===== src/rtl/tns_decoder_06.sv =====
// tns_decoder_06 : receiver-side decoder for the 6-bit two-group TNS
// crosstalk-avoidance codeword.
//
// Each accepted codeword is turned back into a BLEN-bit binary word. The
// decoder is a two-stage pipeline with valid qualification. Stage 1
// registers the two group sums. Stage 2 adds them and presents the result.
// Latency is two clocks and throughput is one codeword per clock.
//
// Optional feature, enabled by defining TNS_DEC_ERRCHK_EN:
//   The decoder remembers the previous codeword's group-leading bits
//   (c5, c2). It flags codewords that a correct encoder could never emit,
//   and keeps a saturating count of those codewords.
//   When TNS_DEC_ERRCHK_EN is not defined, code_err and err_cnt are tied
//   to 0. Decode and latency are the same in both builds.

module tns_decoder_06 #(
   parameter int BLEN = 5,
   parameter int W_A2 = 10,
   parameter int W_B2 = 5,
   parameter int W_C2 = 5,
   parameter int W_A1 = 2,
   parameter int W_B1 = 1
) (
   input  logic            clock,
   input  logic            rst_n,
   input  logic [5:0]      code_in,
   input  logic            code_valid,
   output logic [BLEN-1:0] data_out,
   output logic            data_valid,
   output logic            code_err,
   output logic [7:0]      err_cnt
);

   // Weight carried by each code bit. Bit 0 always weighs 1.
   function automatic int bit_weight(input int idx);
      int w;
      case (idx)
         5:       w = W_A2;
         4:       w = W_B2;
         3:       w = W_C2;
         2:       w = W_A1;
         1:       w = W_B1;
         default: w = 1;
      endcase
      return w;
   endfunction

   // ------------------------------------------------------------------
   // Weighted terms, one per code bit
   // ------------------------------------------------------------------
   logic [BLEN-1:0] term [6];

   for (genvar gi = 0; gi < 6; gi++) begin : g_term
      assign term[gi] = code_in[gi] ? BLEN'(bit_weight(gi)) : '0;
   end

   logic [BLEN-1:0] g2_next;
   logic [BLEN-1:0] g1_next;

   assign g2_next = term[5] + term[4] + term[3];
   assign g1_next = term[2] + term[1] + term[0];

   // ------------------------------------------------------------------
   // Stage 1 : group sums
   // ------------------------------------------------------------------
   logic            s1_valid_reg;
   logic [BLEN-1:0] s1_g2_reg;
   logic [BLEN-1:0] s1_g1_reg;

   // Capture the group sums of each accepted codeword. A bubble holds the
   // sums and only clears the valid flag.
   always_ff @(posedge clock or negedge rst_n) begin
      if (!rst_n) begin
         s1_valid_reg <= 1'b0;
         s1_g2_reg    <= '0;
         s1_g1_reg    <= '0;
      end else begin
         s1_valid_reg <= code_valid;
         if (code_valid) begin
            s1_g2_reg <= g2_next;
            s1_g1_reg <= g1_next;
         end
      end
   end

   // ------------------------------------------------------------------
   // Stage 2 : decoded word
   // ------------------------------------------------------------------
   logic [BLEN-1:0] data_out_reg;
   logic            data_valid_reg;

   // Add the group sums. data_out keeps its last value across bubbles.
   always_ff @(posedge clock or negedge rst_n) begin
      if (!rst_n) begin
         data_out_reg   <= '0;
         data_valid_reg <= 1'b0;
      end else begin
         data_valid_reg <= s1_valid_reg;
         if (s1_valid_reg) begin
            data_out_reg <= s1_g2_reg + s1_g1_reg;
         end
      end
   end

   assign data_out   = data_out_reg;
   assign data_valid = data_valid_reg;

`ifdef TNS_DEC_ERRCHK_EN
   // ------------------------------------------------------------------
   // Code-rule checking
   // ------------------------------------------------------------------
   logic        prev5_reg;
   logic        prev2_reg;
   logic        s1_err_reg;
   logic        code_err_reg;
   logic [7:0]  err_cnt_reg;

   logic [31:0] res2;
   logic [31:0] res1;
   logic        pat2_bad;
   logic        pat1_bad;
   logic        trans2_bad;
   logic        trans1_bad;
   logic        err_next;

   // Group residues, and the illegal-pattern and forbidden-transition tests.
   // A leading bit that flips may not land its group residue inside the
   // window just above the leading weight. The encoder never produces that
   // step.
   always_comb begin
      res2 = (code_in[5] ? 32'(W_A2) : 32'd0)
           + (code_in[4] ? 32'(W_B2) : 32'd0)
           + (code_in[3] ? 32'(W_C2) : 32'd0);
      res1 = (code_in[2] ? 32'(W_A1) : 32'd0)
           + (code_in[1] ? 32'(W_B1) : 32'd0)
           + (code_in[0] ? 32'd1     : 32'd0);

      pat2_bad   = !code_in[4] && code_in[3];
      pat1_bad   = !code_in[1] && code_in[0];
      trans2_bad = (code_in[5] != prev5_reg)
                && (res2 >= 32'(W_A2)) && (res2 < 32'(W_A2 + W_C2));
      trans1_bad = (code_in[2] != prev2_reg)
                && (res1 >= 32'(W_A1)) && (res1 < 32'(W_A1 + 1));
      err_next   = pat2_bad || pat1_bad || trans2_bad || trans1_bad;
   end

   // Leading-bit history and the stage-1 error flag. Both advance on every
   // accepted codeword, including erroneous ones.
   always_ff @(posedge clock or negedge rst_n) begin
      if (!rst_n) begin
         prev5_reg  <= 1'b0;
         prev2_reg  <= 1'b0;
         s1_err_reg <= 1'b0;
      end else if (code_valid) begin
         prev5_reg  <= code_in[5];
         prev2_reg  <= code_in[2];
         s1_err_reg <= err_next;
      end
   end

   // Present the error flag alongside its word. The counter is updated on
   // the same edge, so it already includes the word that is showing.
   always_ff @(posedge clock or negedge rst_n) begin
      if (!rst_n) begin
         code_err_reg <= 1'b0;
         err_cnt_reg  <= '0;
      end else begin
         code_err_reg <= s1_valid_reg && s1_err_reg;
         if (s1_valid_reg && s1_err_reg && (err_cnt_reg != 8'hFF)) begin
            err_cnt_reg <= err_cnt_reg + 8'd1;
         end
      end
   end

   assign code_err = code_err_reg;
   assign err_cnt  = err_cnt_reg;
`else
   assign code_err = 1'b0;
   assign err_cnt  = 8'd0;
`endif

endmodule


===== config.mk =====
export PLATFORM = sky130hd
export DESIGN_NAME = tns_decoder_06
export DESIGN_NICKNAME = d
export VERILOG_FILES = /design/src/rtl/tns_decoder_06.sv
export SDC_FILE = /design/constraint.sdc
export NUM_CORES = 1
export LEC_CHECK = 0
export CAP_MARGIN = 0
export CORE_UTILIZATION = 40
export DETAILED_ROUTE_END_ITERATION = 8
export GPL_ROUTABILITY_DRIVEN = 0
export HOLD_SLACK_MARGIN = 0.08
export PLACE_DENSITY = 0.7
export SLEW_MARGIN = 20
export SYNTH_ARGS = -nofsm -noshare
export SYNTH_HDL_FRONTEND = slang
export SYNTH_SLANG_ARGS = --single-unit

===== constraint.sdc =====
create_clock -name clock -period 1.5 [get_ports clock]
set_input_delay 0.375 -clock clock [delete_from_list [all_inputs] [get_ports clock]]
set_output_delay 0.375 -clock clock [all_outputs]
set_load 0.02 [all_outputs]

==> metrics.txt <==
status=complete, no violations; die area=0.00207 mm2; Worst VDD drop=0.503 mV; Reg power frac=43.8%; worst hold slack=0.400 ns; Hold WC Path Type=primary input to async pin; Yosys top cell by area=dfrtp_1; sequential share of the synthesized area=46.4%; Clk pin slew, worst setup/hold paths=0.09 ns; Inst Count DP=103; GR Util met2=22.3%; largest cells by area after synthesis=dfrtp_1 (46%), ha_1 (13%), mux2_2 (10%); Internal Power=755 uW; Std-Cell Rows=15; final core occ=54.3%; fin cells=107; TritonRoute pass-1 iters=4; DRC violations left=0; fin crit period=1.44 ns; DP HPWL=956 um; largest net degree at the start of global routing=15; CTS max path bufs=2; Critical Path Sink Type=flip-flop; DP Worst Slack=-0.137 ns; Skew-Pair Late Insertion Delay=0.28 ns; final period utilization=96.0%; Distinct cells, synth=21; Synth Cell Area=756 um2; gr ovfl total=0; TritonCTS Buffers=3; routing usage on met1=17.7%; leakage=0.000436 uW; Layout Skew=0.00136 ns; Worst Path Max Fanout=2; Setup CP Type=flip-flop to flip-flop; Max Cap Viol=0; RSZ-0062 raised after global routing=false; Final Max Slew Viols=0; arrival time worst endpoint=1.59 ns; H-tree Lvls=1; total clock sinks=14; Avg Cell Area, Syn=12.0 um2; via count=510; Antenna diodes=0; Net Switching=353 uW; DR vias/cell=4.77; final antenna-violating net count=0; final wirelength=1.31 mm; Comb power frac=31.4%; ratio of cells with drive above 1 in the final layout=23.2%; core area=0.00175 mm2; root buffer cell=clkbuf_4; Yosys top cell area share=46.4%; number of synthesized register bits=14; highest clock rate=0.694 GHz; crit start category=flip-flop; vias in the first global route=462; Die Height=45.5 um; PD cells=1170 mW/mm2; Worst Path Required=1.65 ns; nets@finish=101; All-Layer GR Usage=14.4%; hold buffer count at CTS=0; Filler cells=157; Setup WS post-layout=0.0598 ns; Syn Inst Count=63; Switching Share=31.9%; final count of hold timing violations=0; io pins=24; most used routing layer=met2; drt first-iter violations=2; setup violators final=0; synthesis warning total=0; port bufs=14; initial antenna violation count=0; die outline width=45.5 um; drt wl/cell=12.3 um; global-route wire length before repair=2.02 mm; Initial Utilization=43.3%; CTS tree=done; Largest register FFs=5; Layout area overhead=25.3%; power share of the clock group=24.9%; met3 track utilization from global routing=3.57%
## cell families (layout without fill, tap and decap cells)
| group | after synthesis | count (layout) | share of synthesized area, % |
|---|---|---|---|
| compound gates | 9 | 9 | 6.95 |
| xor+xnor | 2 | 2 | 2.32 |
| fa+ha+maj | 9 | 9 | 15.9 |
| buf+inv | 12 | 23 | 10.8 |
| flops | 14 | 14 | 46.4 |
| mux | 7 | 7 | 10.4 |
| other cells | 1 | 9 | 0.496 |
| simple gates | 9 | 9 | 6.79 |
## cells in the final DEF, fill, tap and decap left out, types with 2 or more instances in the layout
master	synthesis	final
clkdlybuf4s50_1	0	8
buf_4	9	4
nor2_1	3	3
xnor2_1	2	2
clkbuf_4	0	3
ha_1	8	7
conb_1	1	9
mux2_2	7	7
a21oi_1	4	3
dfrtp_1	14	14
dlygate4sd2_1	0	6
## cell type report
type | instances | area [um2] | share of cell area (%)
clock buffers | 4 | 36.3 | 3.83
repair buffers | 18 | 163 | 17.2
inverters | 1 | 3.75 | 0.396
multi-input cells | 45 | 363 | 38.3
flip-flops and latches | 14 | 350 | 37.0
well taps | 25 | 31.3 | 3.30
## stage by stage
step	TNS [ns]	power, uW	cell area, um2
after floorplan	0	718	786
after global placement	-0.209	849	910
after detailed placement	-0.352	864	910
after CTS	0	1110	945
after global routing	0	1170	947
final	0	1110	947
## Yosys cell counts
library cell / number
mux2_2: 7
or3_1: 1
buf_2: 2
a31oi_1: 1
nand4b_1: 1
nor4bb_1: 1
o211ai_1: 1
nand3_1: 1
ha_1: 8
nand2_1: 1
xnor2_1: 2
inv_2: 1
dfrtp_1: 14
buf_4: 9
o21ai_0: 2
a21oi_1: 4
nor2_1: 3
conb_1: 1
fa_1: 1
a311oi_1: 1
nor2b_1: 1
## critical path, cell delays in order (launching register included)
cell,delay [ns]
dfrtp_1,0.39
ha_2,0.21
fa_2,0.36
a21oi_2,0.16
or3_1,0.12
a31oi_1,0.07
## final timing paths
path | endpoint | depth (start not counted) | startpoint | slack [ns]
setup / recovery | data_out[4] | 5 | s1_g2_reg[0] | 0.06
hold / removal | data_out[3] | 2 | rst_n | 0.40
setup reg to reg | data_out[4] | 5 | s1_g2_reg[0] | 0.06
hold reg to reg | data_out[1] | 1 | data_out[1] | 0.51
max in group asynchronous | s1_g1_reg[1] | 2 | rst_n | 0.93
min in group clock | data_out[1] | 1 | data_out[1] | 0.51
## power groups by stage
stage / clock network, uW / registers (uW) / logic (uW)
after floorplan: 0 / 543 / 175
after global placement: 0 / 492 / 357
after detailed placement: 0 / 495 / 369
after CTS: 280 / 486 / 346
after global routing: 297 / 493 / 378
final: 275 / 485 / 348
## metal layers
layer	wire length, um	part of all wire (%)
met1	598	46
met2	653	50
met3	36	2.7
met4	23	1.8
met5	0	0
## repair_timing
action | 4_1_cts | 5_1_grt
buffers inserted | 0 | 0
setup endpoints to repair | 7 | 1
pin swaps | 0 | 1
gates resized for setup | 8 | 2
cloned | 0 | 0
Note: power is estimated with default switching activity, not from simulation.
